File: src/rtl/pipelined_add_sub_if.sv
// Operand-issue / result-consumer bundle for pipelined_add_sub.
// The master side issues operands and accepts results; the slave side is the adder.
interface pipelined_add_sub_if #(
    parameter int WIDTH = 16
);
    logic             in_valid;
    logic             in_ready;
    logic [WIDTH-1:0] a;
    logic [WIDTH-1:0] b;
    logic             cin;
    logic             sub;
    logic             out_valid;
    logic             out_ready;
    logic [WIDTH-1:0] sum;
    logic             cout;
    logic             ovf;

    modport master (
        output in_valid, a, b, cin, sub, out_ready,
        input  in_ready, out_valid, sum, cout, ovf
    );

    modport slave (
        input  in_valid, a, b, cin, sub, out_ready,
        output in_ready, out_valid, sum, cout, ovf
    );
endinterface

File: src/rtl/pipelined_add_sub.sv
// Pipelined two's-complement adder/subtractor: WIDTH bits split into STAGES
// carry-chained slices, one register stage per slice, valid/ready flow control.
module pipelined_add_sub #(
    parameter int WIDTH  = 16,
    parameter int STAGES = 4
) (
    input logic              clk,
    input logic              rst_n,
    pipelined_add_sub_if.slave bus
);
    localparam int S = WIDTH / STAGES;

    logic              advance;
    logic              accept;

    logic [STAGES-1:0] vld_q;
    logic [STAGES-1:0] cry_q;
    logic [WIDTH-1:0]  opa_q [STAGES];
    logic [WIDTH-1:0]  opb_q [STAGES];
    logic [WIDTH-1:0]  res_q [STAGES];
    logic              ovf_q;

    logic [WIDTH-1:0]  src_a [STAGES];
    logic [WIDTH-1:0]  src_b [STAGES];
    logic [WIDTH-1:0]  src_r [STAGES];
    logic [WIDTH-1:0]  nxt_r [STAGES];
    logic [STAGES-1:0] src_c;
    logic [STAGES-1:0] src_v;
    logic [STAGES-1:0] nxt_c;
    logic              nxt_ovf;
    logic [S:0]        slice;

    // The whole pipe moves as one; a stalled output freezes every stage.
    assign advance       = !vld_q[STAGES-1] || bus.out_ready;
    assign accept        = bus.in_valid && advance;

    assign bus.in_ready  = advance;
    assign bus.out_valid = vld_q[STAGES-1];
    assign bus.sum       = res_q[STAGES-1];
    assign bus.cout      = cry_q[STAGES-1];
    assign bus.ovf       = ovf_q;

    always_comb begin
        // Subtraction is A + ~B + 1, with cin acting as an active-high borrow.
        src_a[0] = bus.a;
        src_b[0] = bus.sub ? ~bus.b : bus.b;
        src_c[0] = bus.sub ^ bus.cin;
        src_r[0] = '0;
        src_v[0] = accept;
        for (int k = 1; k < STAGES; k++) begin
            src_a[k] = opa_q[k-1];
            src_b[k] = opb_q[k-1];
            src_c[k] = cry_q[k-1];
            src_r[k] = res_q[k-1];
            src_v[k] = vld_q[k-1];
        end

        slice = '0;
        for (int k = 0; k < STAGES; k++) begin
            slice = {1'b0, src_a[k][k*S +: S]} + {1'b0, src_b[k][k*S +: S]}
                  + {{S{1'b0}}, src_c[k]};
            nxt_r[k]            = src_r[k];
            nxt_r[k][k*S +: S]  = slice[S-1:0];
            nxt_c[k]            = slice[S];
        end

        // Carry into the MSB is a^b^sum at that bit; overflow is it XOR carry-out.
        nxt_ovf = src_a[STAGES-1][WIDTH-1] ^ src_b[STAGES-1][WIDTH-1]
                ^ nxt_r[STAGES-1][WIDTH-1] ^ nxt_c[STAGES-1];
    end

    // Bubbles move the valid bits but leave the data registers untouched.
    always_ff @(posedge clk or negedge rst_n) begin
        if (!rst_n) begin
            vld_q <= '0;
            cry_q <= '0;
            ovf_q <= 1'b0;
            for (int k = 0; k < STAGES; k++) begin
                opa_q[k] <= '0;
                opb_q[k] <= '0;
                res_q[k] <= '0;
            end
        end else if (advance) begin
            vld_q <= src_v;
            for (int k = 0; k < STAGES; k++) begin
                if (src_v[k]) begin
                    opa_q[k] <= src_a[k];
                    opb_q[k] <= src_b[k];
                    res_q[k] <= nxt_r[k];
                    cry_q[k] <= nxt_c[k];
                end
            end
            if (src_v[STAGES-1]) begin
                ovf_q <= nxt_ovf;
            end
        end
    end
endmodule
File: src/flat_wrapper.sv
// flat-port wrapper written by rule: the top's interface ports become plain ports
module pipelined_add_sub_flat 
#(
    parameter int WIDTH  = 16,
    parameter int STAGES = 4
)
  (clk, rst_n, bus_in_valid, bus_a, bus_b, bus_cin, bus_sub, bus_out_ready, bus_in_ready, bus_out_valid, bus_sum, bus_cout, bus_ovf);
  pipelined_add_sub_if #(.WIDTH(WIDTH)) bus_i ();
  input logic clk;
  input logic rst_n;
  input wire logic [$bits(bus_i.in_valid)-1:0] bus_in_valid;
  input wire logic [$bits(bus_i.a)-1:0] bus_a;
  input wire logic [$bits(bus_i.b)-1:0] bus_b;
  input wire logic [$bits(bus_i.cin)-1:0] bus_cin;
  input wire logic [$bits(bus_i.sub)-1:0] bus_sub;
  input wire logic [$bits(bus_i.out_ready)-1:0] bus_out_ready;
  output wire logic [$bits(bus_i.in_ready)-1:0] bus_in_ready;
  output wire logic [$bits(bus_i.out_valid)-1:0] bus_out_valid;
  output wire logic [$bits(bus_i.sum)-1:0] bus_sum;
  output wire logic [$bits(bus_i.cout)-1:0] bus_cout;
  output wire logic [$bits(bus_i.ovf)-1:0] bus_ovf;
  assign bus_i.in_valid = bus_in_valid;
  assign bus_i.a = bus_a;
  assign bus_i.b = bus_b;
  assign bus_i.cin = bus_cin;
  assign bus_i.sub = bus_sub;
  assign bus_i.out_ready = bus_out_ready;
  assign bus_in_ready = bus_i.in_ready;
  assign bus_out_valid = bus_i.out_valid;
  assign bus_sum = bus_i.sum;
  assign bus_cout = bus_i.cout;
  assign bus_ovf = bus_i.ovf;
  pipelined_add_sub #(.WIDTH(WIDTH), .STAGES(STAGES)) u_core (.clk(clk), .rst_n(rst_n), .bus(bus_i));
endmodule
File: config.mk
export PLATFORM = sky130hd
export DESIGN_NAME = pipelined_add_sub_flat
export DESIGN_NICKNAME = d
export VERILOG_FILES = /design/src/rtl/pipelined_add_sub_if.sv /design/src/rtl/pipelined_add_sub.sv /design/src/flat_wrapper.sv
export SDC_FILE = /design/constraint.sdc
export NUM_CORES = 1
export LEC_CHECK = 0
export ABC_AREA = 1
export CAP_MARGIN = 20
export CORE_MARGIN = 2
export CORE_UTILIZATION = 59
export DETAILED_ROUTE_END_ITERATION = 10
export PLACE_DENSITY_LB_ADDON = 0.12
export SYNTH_ARGS = -nofsm -noshare
export SYNTH_HDL_FRONTEND = slang
export SYNTH_SLANG_ARGS = --single-unit
File: constraint.sdc
create_clock -name clk -period 5.4 [get_ports clk]
set_input_delay 1.62 -clock clk [delete_from_list [all_inputs] [get_ports clk]]
set_output_delay 1.62 -clock clk [all_outputs]
set_load 0.1 [all_outputs]
## Word level (Yosys, flattened, before mapping)

Index checks and enable logic that the tools add are counted.

- Register bits after elaboration: 145
- Bits of input ports: 38
- Output and inout port bits: 20
- Logic and storage cells: 37

- $add $sub $neg: 8
- Mux-type cells: 1
- Bitwise operators: 5
- Reductions and logical operators: 7

Operators by type and width:

| cell | count |
|---|---|
| adder 4 x 4 -> 5 bit | 4 |
| adder 5 x 1 -> 5 bit | 4 |
| 2-to-1 mux 16 bit | 1 |
| inverter 16 bit | 1 |
| AND reduction 2 bit | 4 |
| bitwise XOR 1 bit | 4 |
| logical AND 1 bit | 1 |
| logical NOT 1 bit | 1 |
| logical OR 1 bit | 1 |

## Depth between registers and ports, before layout

Gate-level depths: netlist of run 1.

- Depth after elaboration: 4
- Mapped depth: 10
- Mapped depth without buffers: 8

## Least setup slack after synthesis of run 1

Ideal clock, no wire load.

- Path type: input to output
- Start: input port bus_out_ready
- End: output port bus_in_ready
- Arrival time: 1946 ps
- Data required time: 3780 ps
- Path slack: 1834 ps
- Cell stages on the path: 2
- Path buffers: 0
- Cells stage by stage: inv_1 -> nand2_4

- Longest elaborated chain between the ends: 1

Ends and longest elaborated chain:

| element | line | source |
|---|---|---|
| start, declared | flat_wrapper.sv:16 | `input wire logic [$bits(bus_i.out_ready)-1:0] bus_out_ready;` |
| logical OR 1 bit | pipelined_add_sub.sv:34 | `assign advance = !vld_q[STAGES-1] \|\| bus.out_ready;` |
| end, declared | flat_wrapper.sv:17 | `output wire logic [$bits(bus_i.in_ready)-1:0] bus_in_ready;` |

Every way passes these cells.

## Worst setup path after layout of run 1

Ends and elaborated chain as after synthesis.

==> results.md, run 1 <==
* Status: finished clean
* # hold bufs at CTS at 0
* Skew final at about 0.0066 ns
* CTS tree: done
* Crit path from: bus_out_ready
* CP max stage delay at 0.45 ns
* Port-buffer cells at 57
* 1st-pass router iterations at 4
* Drt wl/cell at 12.12 um
* Filler Cell Count at roughly 600
* Worst-Margin Slew at 0.9647 ns
* Die Wd at 90.11 um
* CP endpoint kind: primary output
* RSZ-0062 raised after global routing: no
* CTS max path bufs at 2
* Reg-to-reg startpoint: u_core.opb_q[28]
* Fin Setup TNS at 0 ns
* ANT nets after route at 0
* Postcts setup bufs at 0
* Worst setup path category: in -> out
* Leak Pwr at between 2 and 3 nW
* CP max FO at 7
* Most frequent cells in the layout: nand2_1 (164), dfrtp_1 (97), clkdlybuf4s50_1 (55)
* Max Cap Violations at 0
* Required @ worst endpoint at between 3 and 4 ns
* Number of H-tree levels at 3
* Fmax at 238.3 MHz
* CP Cell Sequence: clkdlybuf4s50_1 -> inv_1 -> nand2_4 -> buf_4
* IO Pins at 58
* WL final at 7597 um
* Starting Density at 60.63%
* Synth Area per Inst at slightly above 9 um^2
* Clock sinks at between 90 and 100
* GRT Util Overall at around a fifth
* Util after Layout at between 70 and 80%
* Clock slew at the register clock pins of the worst setup and hold paths at ~0.09 ns
* Sequential share of the synthesized area at between 50% and 60%
* Die height at 90.11 um
* Number of buffers created by CTS at 9
* Hold WC Path Type: reg -> reg
* Post-DP HPWL at about 5600 um
* Gr ovfl total at 0
* Max Slew Vio Count at 0
* CTS Root Cell: clkbuf_8
* Core footprint at a little over 7000 um^2
* Via count at between 3,000 and 4,000
* Worst path slowest cell: clkdlybuf4s50_1
* Critical Path Sink: bus_in_ready
* Placer congestion estimate at about 0.78
* Layout cell share with drive strength beyond 1 at around 5.9%
* Antenna cells at 0
* Fin crit share at between 70% and 80%
* Cells on worst reg2reg path at 8
* Clock Latency Late Sink at 0.36 ns
* Row count at 31
* Most common cell after layout, fill and taps aside: nand2_1
* Synth Net Count at around 530
* First-iteration detailed-routing DRC count at roughly 140
* Gate Count Post-Synth at 471
* Multi-input logic area at roughly 1600 um^2
* Final Setup Violations at 0
* Slew headroom at 35.49%
* FF+latch area at roughly 2400 um^2
* Startpoint types: input port
* Residual DRC count at 0
* Reg2Reg Setup Slack at ~3.6 ns
* Drt via density at approximately 5
* Vias in the first global route at a little over 3,000
* Synth cell types at 23
* Synth Register Bits at 97
* Min Tclk post-route at 4.196 ns
* Area Overhead vs Synth at 17.11%
* Worst r2r dst: u_core.bus.ovf
* Post-CTS sizing at 0
* CP arrival at roughly 2.6 ns
* Post-Syn Area at approximately 4400 um^2
* Nets at approximately 580
* First-pass GRT wire length at 13,300 um
* Pwr dens at between 500 and 600 nW/um^2
* Die area at about 8000 um^2
* Largest net degree at the start of global routing at 67
* Worst IR Drop VDD at 189.5 uV
* Final hold viol count at 0
* Initial antenna violation count at 0
* Total number of yosys warnings at 0
-- Yosys cell counts, drive strengths merged --
cell type / instances / area (um^2)
a21oi: 7 / 35.03
buf: 16 / 128.9
clkbuf: 2 / 7.510
dfrtp: 97 / 2427
fa: 8 / 160.2
ha: 12 / 150.1
inv: 46 / 175.2
nand2: 168 / 650.6
nand3: 14 / 70.07
nand3b: 3 / 22.52
nor2: 12 / 47.55
o21ai: 67 / 335.3
or2: 1 / 6.260
xnor2: 14 / 122.6
xor2: 4 / 35.03
-- cells by family after synthesis --
| kind of cell | after synthesis | share of synthesized area, % |
|---|---|---|
| and+or+nand+nor | 198 | 18.22 |
| DFF | 97 | 55.49 |
| AOI/OAI and AO/OA | 74 | 8.467 |
| buffers and inverters | 64 | 7.122 |
| adders and majority gates | 20 | 7.094 |
| xor gates and xnor gates | 18 | 3.604 |
-- registers in the layout, indices dropped and copies added (netlist names) --
register / flops
u_core.bus.ovf: 1
u_core.opa_q: 24
u_core.cry_q: 4
u_core.opb_q: 24
u_core.nxt_r: 24
u_core.vld_q: 4
u_core.bus.sum: 16
-- worst max-delay path, delay by kind of cell --
kind                   cells  cell delay [ns]
buffers and inverters      3             0.82
AND/OR/NAND/NOR            1             0.13
-- routing by layer --
metal  global-route usage, %  wire length (um)  up-vias
li1                        -                 -     1580
met1                   25.98              3483     1455
met2                   34.46              3641       76
met3                   4.275               345       11
met4                   7.821               126        0
met5                       0                 0        -
-- metrics by stage --
step / cell area, um^2 / instances / worst slack, ns / power (W) / hold slack, ns
after floorplan: 4374 / 471 / 1.834 / 0.002265 / 0.4417
final: 5122 / 627 / 1.204 / 0.002987 / 0.4736
after global placement: 4942 / 611 / 1.206 / 0.002534 / 0.4516
after global routing: 5122 / 627 / 1.163 / 0.003215 / 0.4907
after detailed placement: 4942 / 611 / 1.203 / 0.002586 / 0.4571
after CTS: 5122 / 627 / 1.202 / 0.003015 / 0.4792
-- worst min-delay path by stage --
stage	start	end	cells past startpoint
finish	u_core.bus.sum[6]	u_core.bus.sum[6]	2
global placement	u_core.bus.sum[1]	u_core.bus.sum[1]	2
floorplan	u_core.vld_q[2]	u_core.vld_q[3]	2
global route	u_core.opa_q[47]	u_core.opa_q[31]	2
CTS	u_core.opa_q[47]	u_core.opa_q[31]	2
detailed placement	u_core.opa_q[47]	u_core.opa_q[31]	2
-- cell type report --
cell class,instances,share of cell area [%]
Inverter,46,3.420
Clock inverter,6,0.8305
Tap cell,99,2.418
Clock buffer,10,2.687
Multi-Input combinational cell,310,31.92
Sequential cell,97,47.39
Timing Repair Buffer,59,11.33
-- power by group --
group / internal (W) / switching (W)
logic: 0.000412 / 0.000978
registers: 0.00102 / 0.000157
clock network: 0.000181 / 0.000243
No activity file was read; power rests on OpenSTA's default activity.
==> run 2, diff against run 1 <==
--- a/config.mk
+++ b/config.mk
@@ -8,7 +8,7 @@
 export ABC_AREA = 1
 export CAP_MARGIN = 20
 export CORE_MARGIN = 2
-export CORE_UTILIZATION = 59
+export CORE_UTILIZATION = 55
 export DETAILED_ROUTE_END_ITERATION = 10
 export PLACE_DENSITY_LB_ADDON = 0.12
 export SYNTH_ARGS = -nofsm -noshare
==> constraint.sdc (replaced) <==
create_clock -name clk -period 4.4 [get_ports clk]
set_input_delay 1.32 -clock clk [delete_from_list [all_inputs] [get_ports clk]]
set_output_delay 1.32 -clock clk [all_outputs]
set_load 0.1 [all_outputs]
==> results.md, run 2 (synthesis gave the netlist of run 1 again) <==
* Vias in the first global route at approximately 2,900
* Sequential share of power at a little under 40%
* WL final at between 7000 and 8000 um
* ANT nets after route at 0
* Die area at around 8700 um^2
* CP endpoint kind: primary output
* Int Pwr at around 0.0020 W
* 1st-pass router iterations at 4
* Nets at 582
* CTS Root Cell: clkbuf_8
* Final hold viol count at 0
* Clock Latency Late Sink at about 0.35 ns
* Skew final at 0.01276 ns
* Starting Density at 56.61%
* Initial antenna violation count at 0
* Startpoint types: input port
* Pwr dens at between 700 and 800 nW/um^2
* Leak Pwr at ~2.5 nW
* CTS max path bufs at 2
* Power share of the clock group at around 15%
* Die Wd at between 90 and 100 um
* CP bufs+invs at 3
* Die height at ~93 um
* Post-CTS sizing at 0
* Worst IR Drop VDD at between 200 and 250 uV
* Core footprint at a little under 8000 um^2
* Area Overhead vs Synth at 17.85%
* CTS tree: done
* Status: finished clean
* Worst path slowest cell: clkdlybuf4s50_1
* CP max FO at 7
* Fin crit share at 79.14%
* Required @ worst endpoint at 3.08 ns
* Switch share at roughly 45%
* Residual DRC count at 0
* Placer congestion estimate at around 0.84
* Hold WC Path Type: reg -> reg
* Post-DP HPWL at roughly 5700 um
* Postcts setup bufs at 0
* Number of H-tree levels at 3
* Worst setup path category: in -> out
* Slew headroom at between 30% and 40%
* Clock sinks at 97
* Largest net degree at the start of global routing at 45
* Most frequent cells in the layout: nand2_1 (164), dfrtp_1 (97), clkdlybuf4s50_1 (55)
* Final Setup Violations at 0
* Logic gate share of total power at between 40% and 50%
* Drt wl/cell at 12.11 um
* First-iteration detailed-routing DRC count at around 160
* Number of buffers created by CTS at 9
* Max Cap Violations at 0
* Design area at 5155 um^2
* RSZ-0062 raised after global routing: no
* IO Pins at 58
* Clock slew at the register clock pins of the worst setup and hold paths at 0.08 ns
* Cell family with most CP delay: buffers and inverters
* # hold bufs at CTS at 0
* Port-buffer cells at 57
* Max Slew Vio Count at 0
* CP max stage delay at 0.46 ns
* CP arrival at 2.16 ns
* Hold WS at approximately 0.47 ns
* DP Area at just under 5000 um^2
* GRT Util Overall at between 10% and 20%
* Gr ovfl total at 0
* Antenna cells at 0
* Min Tclk post-route at about 3.5 ns
* Worst-Margin Slew at 0.9707 ns
* CP Cell Sequence: clkdlybuf4s50_1 -> inv_1 -> nand2_4 -> buf_12
* Via count at roughly 3,100
* Most common cell after layout, fill and taps aside: nand2_1
* Fmax at between 200 and 300 MHz
* First-pass GRT wire length at approximately 13,000 um
* Layout cell share with drive strength beyond 1 at under 10%
* P_sw at 0.001679 W
* Fin Setup TNS at 0 ns
* Drt via density at ~4.9
* Row count at 32
run 2: area by class of cell:
class                      instances  area, um^2
multi-input combinational        310        1635
clock buffer                      12       135.1
tap                              102       127.6
fill                             616        2572
clock inverter                     4       53.80
inverter                          46       175.2
sequential                        97        2427
timing repair buffer              60       600.6
run 2: path summary, 6_finish.rpt:
check                                   start                  to  slack (ns)  cells past startpoint
max in group asynchronous               rst_n    u_core.opa_q[46]        2.65                      2
min                        u_core.bus.sum[12]  u_core.bus.sum[12]        0.47                      2
min in group asynchronous               rst_n    u_core.opb_q[30]        0.95                      1
min reg2reg                u_core.bus.sum[12]  u_core.bus.sum[12]        0.47                      2
max reg2reg                  u_core.opb_q[28]      u_core.bus.ovf        2.53                      8
max                             bus_out_ready        bus_in_ready        0.92                      4
run 2: routing by layer:
layer	wire length [um]	GRT usage, %
met5	0	0
met4	74	6.495
met3	293	4.029
met2	3705	32.13
met1	3568	26.70
run 2: power groups by stage:
stage                     sequential [W]  combinational (W)  clock [W]
after global placement           0.00145            0.00168          0
after global routing             0.00148            0.00192   0.000607
after detailed placement         0.00146            0.00172          0
after floorplan                  0.00192           0.000859          0
final                            0.00144            0.00171   0.000554
after CTS                        0.00144            0.00173   0.000567
run 2: worst reg2reg max path, cell delays in order (launching register included):
cell,delay [ns]
dfrtp_1,0.43
fa_1,0.50
fa_1,0.45
nand2_1,0.09
nand2_1,0.05
nand2_1,0.07
nand2_1,0.05
nand3_1,0.07
nand2_1,0.05
run 2: stage by stage:
step | setup slack, ns | utilization, % | instances | total power (W)
6_report | 0.9179 | 66.71 | 631 | 0.003707
5_1_grt | 0.8971 | 66.71 | 631 | 0.004008
4_1_cts | 0.9053 | 66.71 | 631 | 0.003740
3_5_place_dp | 0.9132 | 64.26 | 615 | 0.003182
3_3_place_gp | 0.9435 | 64.26 | 615 | 0.003131
2_1_floorplan | 1.434 | - | 471 | 0.002779
